===== src/rtl/mdu_pkg.sv =====
// Shared types for the EX-stage multiply/divide unit.
package mdu_pkg;

  typedef enum logic [1:0] {
    OP_MULT  = 2'd0,
    OP_MULTU = 2'd1,
    OP_DIV   = 2'd2,
    OP_DIVU  = 2'd3
  } mdu_op_e;

  typedef enum logic [1:0] {
    IDLE = 2'd0,
    MUL  = 2'd1,
    DIV  = 2'd2,
    DONE = 2'd3
  } mdu_state_e;

  localparam int MDU_XLEN_DEFAULT = 32;

  function automatic logic op_is_div(input mdu_op_e op);
    return op[1];
  endfunction

  // MULT and DIV are the signed flavours (even encodings).
  function automatic logic op_is_signed(input mdu_op_e op);
    return ~op[0];
  endfunction

endpackage


===== src/rtl/ex_mdu_if.sv =====
// Request/response bundle between the EX stage (master) and the multiply/divide unit (slave).
interface ex_mdu_if #(
  parameter int XLEN = 32
);
  import mdu_pkg::*;

  logic            in_valid;
  logic            in_ready;
  mdu_op_e         in_op;
  logic [XLEN-1:0] in_x;
  logic [XLEN-1:0] in_y;
  logic            flush;
  logic            out_valid;
  logic            out_ready;
  logic [XLEN-1:0] out_hi;
  logic [XLEN-1:0] out_lo;
  logic            busy;

  modport master (
    output in_valid, in_op, in_x, in_y, flush, out_ready,
    input  in_ready, out_valid, out_hi, out_lo, busy
  );

  modport slave (
    input  in_valid, in_op, in_x, in_y, flush, out_ready,
    output in_ready, out_valid, out_hi, out_lo, busy
  );

endinterface


===== src/rtl/mdu_div_core.sv =====
// Iterative restoring divider, one quotient bit per cycle plus a sign-fix cycle.
// Build option MDU_DIV_EARLY_EXIT_EN: skip the iterations for divide-by-zero or |x| < |y|.
module mdu_div_core #(
  parameter int XLEN = 32
) (
  input  logic            clk,
  input  logic            resetn,
  input  logic            start,
  input  logic            abort,
  input  logic [XLEN-1:0] x,
  input  logic [XLEN-1:0] y,
  input  logic            is_signed,
  output logic            done,
  output logic [XLEN-1:0] q,
  output logic [XLEN-1:0] r
);

  localparam int            CW      = $clog2(XLEN + 1);
  localparam logic [CW-1:0] CNT_END = CW'(XLEN);
  localparam logic [CW-1:0] CNT_ONE = {{(CW-1){1'b0}}, 1'b1};
  localparam logic [XLEN-1:0] ONE   = {{(XLEN-1){1'b0}}, 1'b1};

  logic            running_r;
  logic            early_r;
  logic [CW-1:0]   cnt_r;
  logic [XLEN-1:0] rem_r;
  logic [XLEN-1:0] quo_r;
  logic [XLEN-1:0] div_r;
  logic [XLEN-1:0] x_r;
  logic            dz_r;
  logic            neg_q_r;
  logic            neg_r_r;

  logic [XLEN-1:0] xa_s;
  logic [XLEN-1:0] ya_s;
  logic            early_s;
  logic [XLEN:0]   shifted_s;
  logic [XLEN:0]   diff_s;
  logic [XLEN-1:0] step_rem_s;
  logic [XLEN-1:0] step_quo_s;

  assign xa_s = (is_signed && x[XLEN-1]) ? (~x + ONE) : x;
  assign ya_s = (is_signed && y[XLEN-1]) ? (~y + ONE) : y;

`ifdef MDU_DIV_EARLY_EXIT_EN
  assign early_s = (y == {XLEN{1'b0}}) || (xa_s < ya_s);
`else
  assign early_s = 1'b0;
`endif

  assign done = running_r && (cnt_r == CNT_END);

  // One restoring step: the dividend bits shift out of quo_r as quotient bits shift in.
  always_comb begin
    shifted_s = {rem_r, quo_r[XLEN-1]};
    diff_s    = shifted_s - {1'b0, div_r};
    if (!diff_s[XLEN]) begin
      step_rem_s = diff_s[XLEN-1:0];
      step_quo_s = {quo_r[XLEN-2:0], 1'b1};
    end else begin
      step_rem_s = shifted_s[XLEN-1:0];
      step_quo_s = {quo_r[XLEN-2:0], 1'b0};
    end
  end

  // Divider datapath and iteration counter.
  always_ff @(posedge clk or negedge resetn) begin
    if (!resetn) begin
      running_r <= 1'b0;
      early_r   <= 1'b0;
      cnt_r     <= {CW{1'b0}};
      rem_r     <= {XLEN{1'b0}};
      quo_r     <= {XLEN{1'b0}};
      div_r     <= {XLEN{1'b0}};
      x_r       <= {XLEN{1'b0}};
      dz_r      <= 1'b0;
      neg_q_r   <= 1'b0;
      neg_r_r   <= 1'b0;
    end else if (abort) begin
      running_r <= 1'b0;
    end else if (start) begin
      running_r <= 1'b1;
      early_r   <= early_s;
      cnt_r     <= {CW{1'b0}};
      rem_r     <= {XLEN{1'b0}};
      quo_r     <= xa_s;
      div_r     <= ya_s;
      x_r       <= x;
      dz_r      <= (y == {XLEN{1'b0}});
      neg_q_r   <= is_signed && (x[XLEN-1] ^ y[XLEN-1]);
      neg_r_r   <= is_signed && x[XLEN-1];
    end else if (running_r) begin
      if (done) begin
        running_r <= 1'b0;
      end else if (early_r) begin
        cnt_r <= CNT_END;
        rem_r <= quo_r;
        quo_r <= {XLEN{1'b0}};
      end else begin
        cnt_r <= cnt_r + CNT_ONE;
        rem_r <= step_rem_s;
        quo_r <= step_quo_s;
      end
    end
  end

  // Sign fix; divide-by-zero overrides the iterated result.
  always_comb begin
    q = quo_r;
    r = rem_r;
    if (dz_r) begin
      q = {XLEN{1'b1}};
      r = x_r;
    end else begin
      if (neg_q_r) begin
        q = ~quo_r + ONE;
      end else begin
        q = quo_r;
      end
      if (neg_r_r) begin
        r = ~rem_r + ONE;
      end else begin
        r = rem_r;
      end
    end
  end

endmodule


===== src/rtl/ex_mdu.sv =====
// EX-stage multiply/divide unit: one op in flight, valid/ready on both sides, flushable at any point.
// Build option MDU_DIV_EARLY_EXIT_EN (in mdu_div_core): short-cut trivial divides to 2 cycles.
module ex_mdu
  import mdu_pkg::*;
#(
  parameter int XLEN       = MDU_XLEN_DEFAULT,
  parameter int MUL_STAGES = 2
) (
  input  logic       clk,
  input  logic       resetn,
  ex_mdu_if.slave    mdu
);

  localparam int             MCW      = (MUL_STAGES > 1) ? $clog2(MUL_STAGES) : 1;
  localparam logic [MCW-1:0] MUL_LAST = MCW'(MUL_STAGES - 1);
  localparam logic [MCW-1:0] MUL_ONE  = {{(MCW-1){1'b0}}, 1'b1};

  mdu_state_e        state_r;
  mdu_state_e        state_s;
  logic              in_ready_r;
  logic              busy_r;
  logic              out_valid_r;
  logic [XLEN-1:0]   out_hi_r;
  logic [XLEN-1:0]   out_lo_r;
  logic [MCW-1:0]    mul_cnt_r;
  logic [2*XLEN-1:0] mul_pipe_r [MUL_STAGES];

  logic              accept_s;
  logic              div_start_s;
  logic              div_done_s;
  logic [XLEN-1:0]   div_q_s;
  logic [XLEN-1:0]   div_r_s;
  logic [2*XLEN-1:0] ext_x_s;
  logic [2*XLEN-1:0] ext_y_s;
  logic [2*XLEN-1:0] prod_s;

  assign accept_s    = mdu.in_valid && (state_r == IDLE) && !mdu.flush;
  assign div_start_s = accept_s && op_is_div(mdu.in_op);

  // Extending both operands to 2*XLEN makes one unsigned multiply serve MULT and MULTU.
  always_comb begin
    if (op_is_signed(mdu.in_op)) begin
      ext_x_s = {{XLEN{mdu.in_x[XLEN-1]}}, mdu.in_x};
      ext_y_s = {{XLEN{mdu.in_y[XLEN-1]}}, mdu.in_y};
    end else begin
      ext_x_s = {{XLEN{1'b0}}, mdu.in_x};
      ext_y_s = {{XLEN{1'b0}}, mdu.in_y};
    end
    prod_s = ext_x_s * ext_y_s;
  end

  // Next state; flush dominates every state.
  always_comb begin
    state_s = state_r;
    if (mdu.flush) begin
      state_s = IDLE;
    end else begin
      case (state_r)
        IDLE: begin
          if (accept_s) begin
            state_s = op_is_div(mdu.in_op) ? DIV : MUL;
          end else begin
            state_s = IDLE;
          end
        end
        MUL: begin
          if (mul_cnt_r == MUL_LAST) begin
            state_s = DONE;
          end else begin
            state_s = MUL;
          end
        end
        DIV: begin
          if (div_done_s) begin
            state_s = DONE;
          end else begin
            state_s = DIV;
          end
        end
        DONE: begin
          if (mdu.out_ready) begin
            state_s = IDLE;
          end else begin
            state_s = DONE;
          end
        end
        default: state_s = IDLE;
      endcase
    end
  end

  // State, registered handshake outputs and result capture on entry to DONE.
  always_ff @(posedge clk or negedge resetn) begin
    if (!resetn) begin
      state_r     <= IDLE;
      in_ready_r  <= 1'b1;
      busy_r      <= 1'b0;
      out_valid_r <= 1'b0;
      out_hi_r    <= {XLEN{1'b0}};
      out_lo_r    <= {XLEN{1'b0}};
      mul_cnt_r   <= {MCW{1'b0}};
    end else begin
      state_r     <= state_s;
      in_ready_r  <= (state_s == IDLE);
      busy_r      <= (state_s != IDLE);
      out_valid_r <= (state_s == DONE);
      if ((state_r == MUL) && (state_s == DONE)) begin
        {out_hi_r, out_lo_r} <= mul_pipe_r[MUL_STAGES-1];
      end else if ((state_r == DIV) && (state_s == DONE)) begin
        out_hi_r <= div_r_s;
        out_lo_r <= div_q_s;
      end
      if (accept_s) begin
        mul_cnt_r <= {MCW{1'b0}};
      end else if ((state_r == MUL) && (mul_cnt_r != MUL_LAST)) begin
        mul_cnt_r <= mul_cnt_r + MUL_ONE;
      end
    end
  end

  // Product pipe: stage 0 loads on accept, the last stage is read on entry to DONE.
  always_ff @(posedge clk or negedge resetn) begin
    if (!resetn) begin
      for (int i = 0; i < MUL_STAGES; i++) begin
        mul_pipe_r[i] <= {(2*XLEN){1'b0}};
      end
    end else begin
      if (accept_s) begin
        mul_pipe_r[0] <= prod_s;
      end
      for (int i = 1; i < MUL_STAGES; i++) begin
        mul_pipe_r[i] <= mul_pipe_r[i-1];
      end
    end
  end

  mdu_div_core #(
    .XLEN (XLEN)
  ) u_div (
    .clk       (clk),
    .resetn    (resetn),
    .start     (div_start_s),
    .abort     (mdu.flush),
    .x         (mdu.in_x),
    .y         (mdu.in_y),
    .is_signed (op_is_signed(mdu.in_op)),
    .done      (div_done_s),
    .q         (div_q_s),
    .r         (div_r_s)
  );

  assign mdu.in_ready  = in_ready_r;
  assign mdu.busy      = busy_r;
  assign mdu.out_valid = out_valid_r;
  assign mdu.out_hi    = out_hi_r;
  assign mdu.out_lo    = out_lo_r;

endmodule


===== src/flat_wrapper.sv =====
// flat-port wrapper written by rule: the top's interface ports become plain ports
module ex_mdu_flat import mdu_pkg::*;
#(
  parameter int XLEN       = MDU_XLEN_DEFAULT,
  parameter int MUL_STAGES = 2
)
  (clk, resetn, mdu_in_valid, mdu_in_op, mdu_in_x, mdu_in_y, mdu_flush, mdu_out_ready, mdu_in_ready, mdu_out_valid, mdu_out_hi, mdu_out_lo, mdu_busy);
  ex_mdu_if #(.XLEN(XLEN)) mdu_i ();
  input  logic clk;
  input  logic resetn;
  input wire logic [$bits(mdu_i.in_valid)-1:0] mdu_in_valid;
  input wire logic [$bits(mdu_i.in_op)-1:0] mdu_in_op;
  input wire logic [$bits(mdu_i.in_x)-1:0] mdu_in_x;
  input wire logic [$bits(mdu_i.in_y)-1:0] mdu_in_y;
  input wire logic [$bits(mdu_i.flush)-1:0] mdu_flush;
  input wire logic [$bits(mdu_i.out_ready)-1:0] mdu_out_ready;
  output wire logic [$bits(mdu_i.in_ready)-1:0] mdu_in_ready;
  output wire logic [$bits(mdu_i.out_valid)-1:0] mdu_out_valid;
  output wire logic [$bits(mdu_i.out_hi)-1:0] mdu_out_hi;
  output wire logic [$bits(mdu_i.out_lo)-1:0] mdu_out_lo;
  output wire logic [$bits(mdu_i.busy)-1:0] mdu_busy;
  assign mdu_i.in_valid = mdu_in_valid;
  assign mdu_i.in_op = mdu_in_op;
  assign mdu_i.in_x = mdu_in_x;
  assign mdu_i.in_y = mdu_in_y;
  assign mdu_i.flush = mdu_flush;
  assign mdu_i.out_ready = mdu_out_ready;
  assign mdu_in_ready = mdu_i.in_ready;
  assign mdu_out_valid = mdu_i.out_valid;
  assign mdu_out_hi = mdu_i.out_hi;
  assign mdu_out_lo = mdu_i.out_lo;
  assign mdu_busy = mdu_i.busy;
  ex_mdu #(.XLEN(XLEN), .MUL_STAGES(MUL_STAGES)) u_core (.clk(clk), .resetn(resetn), .mdu(mdu_i));
endmodule

===== config.mk =====
export PLATFORM = sky130hd
export DESIGN_NAME = ex_mdu_flat
export DESIGN_NICKNAME = d
export VERILOG_FILES = /design/src/rtl/mdu_pkg.sv /design/src/rtl/ex_mdu_if.sv /design/src/rtl/mdu_div_core.sv /design/src/rtl/ex_mdu.sv /design/src/flat_wrapper.sv
export SDC_FILE = /design/constraint.sdc
export NUM_CORES = 2
export LEC_CHECK = 0
export BUFFER_PORTS_ARGS = -buffer_cell sky130_fd_sc_hd__buf_4
export CELL_PAD_IN_SITES_DETAIL_PLACEMENT = 0
export CELL_PAD_IN_SITES_GLOBAL_PLACEMENT = 1
export CORE_MARGIN = 2
export CORE_UTILIZATION = 52
export CTS_CLUSTER_SIZE = 40
export DETAILED_ROUTE_END_ITERATION = 6
export GPL_ROUTABILITY_DRIVEN = 0
export PLACE_DENSITY = 0.89
export SLEW_MARGIN = 15
export SYNTH_ARGS = -nofsm -noshare
export SYNTH_HDL_FRONTEND = slang
export SYNTH_SLANG_ARGS = --single-unit

===== constraint.sdc =====
create_clock -name clk -period 4.5 [get_ports clk]
set_input_delay 0.45 -clock clk [delete_from_list [all_inputs] [get_ports clk]]
set_output_delay 0.45 -clock clk [all_outputs]
set_load 0.01 [all_outputs]

==> metrics.md <==
| Metric | Value |
|---|---|
| Post-synthesis register bit count | `336` |
| DRC | `6` |
| 1st-pass router iterations | `7` |
| CTS tree | `yes` |
| Multi-input gate area | `51630 um^2` |
| Pin count of the biggest net entering global routing | `~120` |
| Chip width | `~360 um` |
| First-pass GRT wire length | `326200 um` |
| Clock Tree Root | `clkbuf_16` |
| Compound-cell area share of the yosys netlist | `6.988%` |
| CTS buffer count | `38` |
| Worst Setup EP | `u_core.mul_pipe_r[118]$_DFFE_PN0P_` |
| Max Slew Vio Count | `0` |
| Fmax | `between 100 and 150 MHz` |
| HP Class | `primary input to register` |
| Met3 WL | `approximately 17000 um` |
| Total global-route track usage | `about a third` |
| Antenna violations before repair | `13` |
| Hpwl dp | `about 170000 um` |
| Post-Synthesis Cells | `about 7000` |
| Routed WL | `around 210000 um` |
| Setup crit start | `mdu_in_op[0]` |
| Met2 wire len | `slightly above 100000 um` |
| CTS clk-pin slew, worst paths | `about 60 ps` |
| Number of global-route vias before repair | `56770` |
| Average wire per standard cell | `approximately 23 um` |
| Worst skew pair latency | `550 ps` |
| Worst r2r src | `u_core.u_div.quo_r[31]$_DFFE_PN0P_` |
| Die area | `approximately 130000 um^2` |
| Reg2reg end | `u_core.u_div.rem_r[0]$_DFFE_PN0P_` |
| WL met1 | `between 70000 and 80000 um` |
| Fin crit period | `about 8000 ps` |
| Chip height | `roughly 360 um` |
| Rows | `between 100 and 150` |
| Failing checks | `DRC, setup timing` |
| Req. time, crit path | `4960 ps` |
| Design Area, Final | `78260 um^2` |
| Crit path DAT | `approximately 8700 ps` |
| Slew HR | `25.52%` |
| Starting density of the core | `between 50 and 60%` |
| Total vias in the final route | `approximately 52000` |
| Max Cap Viol | `0` |
| Startpoint types | `primary input` |
| R2R Setup Slk | `around 380 ps` |
| Maximum fanout along the worst path | `14` |
| P&R area growth vs syn | `19.72%` |
| Post-route ant nets | `0` |
| Synthesized cell area | `around 65000 um^2` |
| Syn Area/Cell | `9.221 um^2` |
| H-tree Lvls | `2` |
| # fillers | `9911` |
| R2R depth | `15` |
| Maximum buffer depth of the clock tree | `3` |
| Syn_nets | `a little under 9000` |
| EDFF count, synth | `0` |
| Sequential share of the synthesized area | `12.86%` |
| Most frequent cells in the layout | `inv_1, fa_1, nand2_1` |
| Setup ws final | `-3719 ps` |
| Core box area | `around 130000 um^2` |
| Most used cell, CP | `fa_1` |
| Setup total negative slack | `-170440 ps` |
| Final Hold Fails | `0` |
| Critical path type | `primary input to register` |
| Clk_skew | `about 22 ps` |
| Beginning of the worst hold path | `mdu_flush` |
| Max stage delay on crit path | `around 520 ps` |
| GRT overflow | `0` |
| RSZ-0062 raised after global routing | `yes` |
| Ys async rst share | `100.0%` |
| Port buffer count | `~140` |
| Fin nets | `9538` |
| Worst path slowest cell | `or4_1` |
| Setup Viol. Count Final | `57` |
| Crit path max-delay family | `adder cells` |
| Dominant synthesized flop cell | `dfrtp_1` |
| CP endpoint kind | `register` |
| Commonest non-fill, non-tap cell in the layout | `inv_1` |
| Share of cells above drive strength 1 | `about a fifth` |
| Reg area | `~8400 um^2` |
| Clock Sink Count | `about 340` |
| Initial drt markers | `around 4700` |
| Worst slew pin tran | `~1100 ps` |
| Multiplexer share of the synthesized area | `less than 1%` |
| CP Depth | `29` |
| Yosys cell types | `~80` |
| Status | `complete, but fails checks` |
| Post-synthesis adder-cell area fraction | `50.21%` |
| Ports | `about 140` |
| Fin crit share | `182.6%` |
| Post-synthesis simple-gate area fraction | `14.24%` |
| Top routing layer used | `met5` |
| Post-Synth XOR/XNOR Area | `under 10%` |
| Synth warnings | `0` |
| Vias/cell | `5.529` |
| Largest family of logic cells by synthesized area | `adder cells` |
| Placed cell areas | `about 73000 um^2` |
| WP buf/inv | `8` |
==> final cells by class <==
| cell class | count | area share [%] |
|---|---|---|
| multi-input cells | 4761 | 65.97 |
| repair buffers | 964 | 11.29 |
| flip-flops and latches | 336 | 10.75 |
| inverters | 1594 | 7.652 |
| well taps | 1650 | 2.638 |
| clock buffers | 54 | 1.421 |
| clock inverters | 14 | 0.2702 |
| diodes | 6 | 0.01919 |
==> cells in the mapped netlist (44+ instances only) <==
library cell / instances / area (um^2)
o31ai_1: 44 / 330.3
nand2_1: 935 / 3510
nor2_1: 181 / 679.4
a21oi_1: 185 / 925.9
inv_1: 1593 / 5979
and2_1: 599 / 3747
dfrtp_1: 335 / 8383
fa_1: 1417 / 28370
xor2_1: 91 / 797.0
ha_1: 355 / 4442
a21o_1: 56 / 420.4
o21ai_0: 266 / 1331
xnor2_1: 168 / 1471
clkbuf_1: 354 / 1329
==> repair_timing <==
action | 4_1_cts | 5_1_grt
setup endpoints to repair | 58 | 57
buffers inserted | 49 | 45
resized for setup | 329 | 271
cloned | 5 | 4
endpoints found under the hold margin | 16 | 0
pin swaps | 97 | 172
hold buffers | 1 | 0
==> logic make-up after synthesis <==
group | after synthesis
AO/OA/AOI/OAI | 755
XOR/XNOR | 259
adder cells (fa/ha/maj) | 1773
buffers and inverters | 1992
flip-flops | 336
multiplexers | 43
AND/OR/NAND/NOR | 1931
==> worst min path at each step <==
stage | cells after the start | slack [ps] | endpoint
floorplan | 0 | 150 | u_core.mdu.busy$_DFF_PN0_
CTS | 2 | 130 | u_core.state_r[1]$_DFF_PN0_
detailed placement | 0 | 360 | u_core.mul_pipe_r[5]$_DFF_PN0_
global placement | 0 | 360 | u_core.mul_pipe_r[5]$_DFF_PN0_
global route | 2 | 130 | u_core.state_r[1]$_DFF_PN0_
finish | 2 | 140 | u_core.state_r[1]$_DFF_PN0_
==> metrics by stage <==
step	instances	utilization, %	setup WS (ps)	hold WS, ps
3_3_place_gp	9220	58.64	-4450	359.3
2_1_floorplan	7089	-	-4225	154.4
3_5_place_dp	9220	58.64	-4498	359.8
4_1_cts	9342	61.36	-3636	126.4
5_1_grt	9376	62.48	-3959	132.0
6_report	9379	62.49	-3719	138.7
==> worst register-to-register path, cell delays in order (launching register included) <==
cell,delay [ps]
dfrtp_1,420
inv_1,100
ha_1,170
inv_1,60
fa_1,420
a211oi_1,250
nor2_1,120
o22a_1,290
a2111oi_0,570
o31a_1,340
and2_1,190
o31ai_1,160
xor2_4,190
buf_12,270
mux2i_1,350
a22o_1,170
==> metal layers <==
metal  up-vias  track usage, %
met5         -               0
met4        16           19.22
met3       706           4.975
met2      2304           56.49
met1     26490           41.47
li1      22340               -
==> registers in the layout, indices dropped and copies added (netlist names), 2 cells and up <==
name,cells
u_core.state_r,2
u_core.u_div.x_r,32
u_core.mdu.out_lo,32
u_core.u_div.div_r,32
u_core.u_div.cnt_r,6
u_core.mul_pipe_r,128
u_core.u_div.rem_r,32
u_core.mdu.out_hi,32
u_core.u_div.quo_r,32
Power is not shown: default switching activity piles up to over one toggle a cycle in this logic, so the estimate is an artifact.
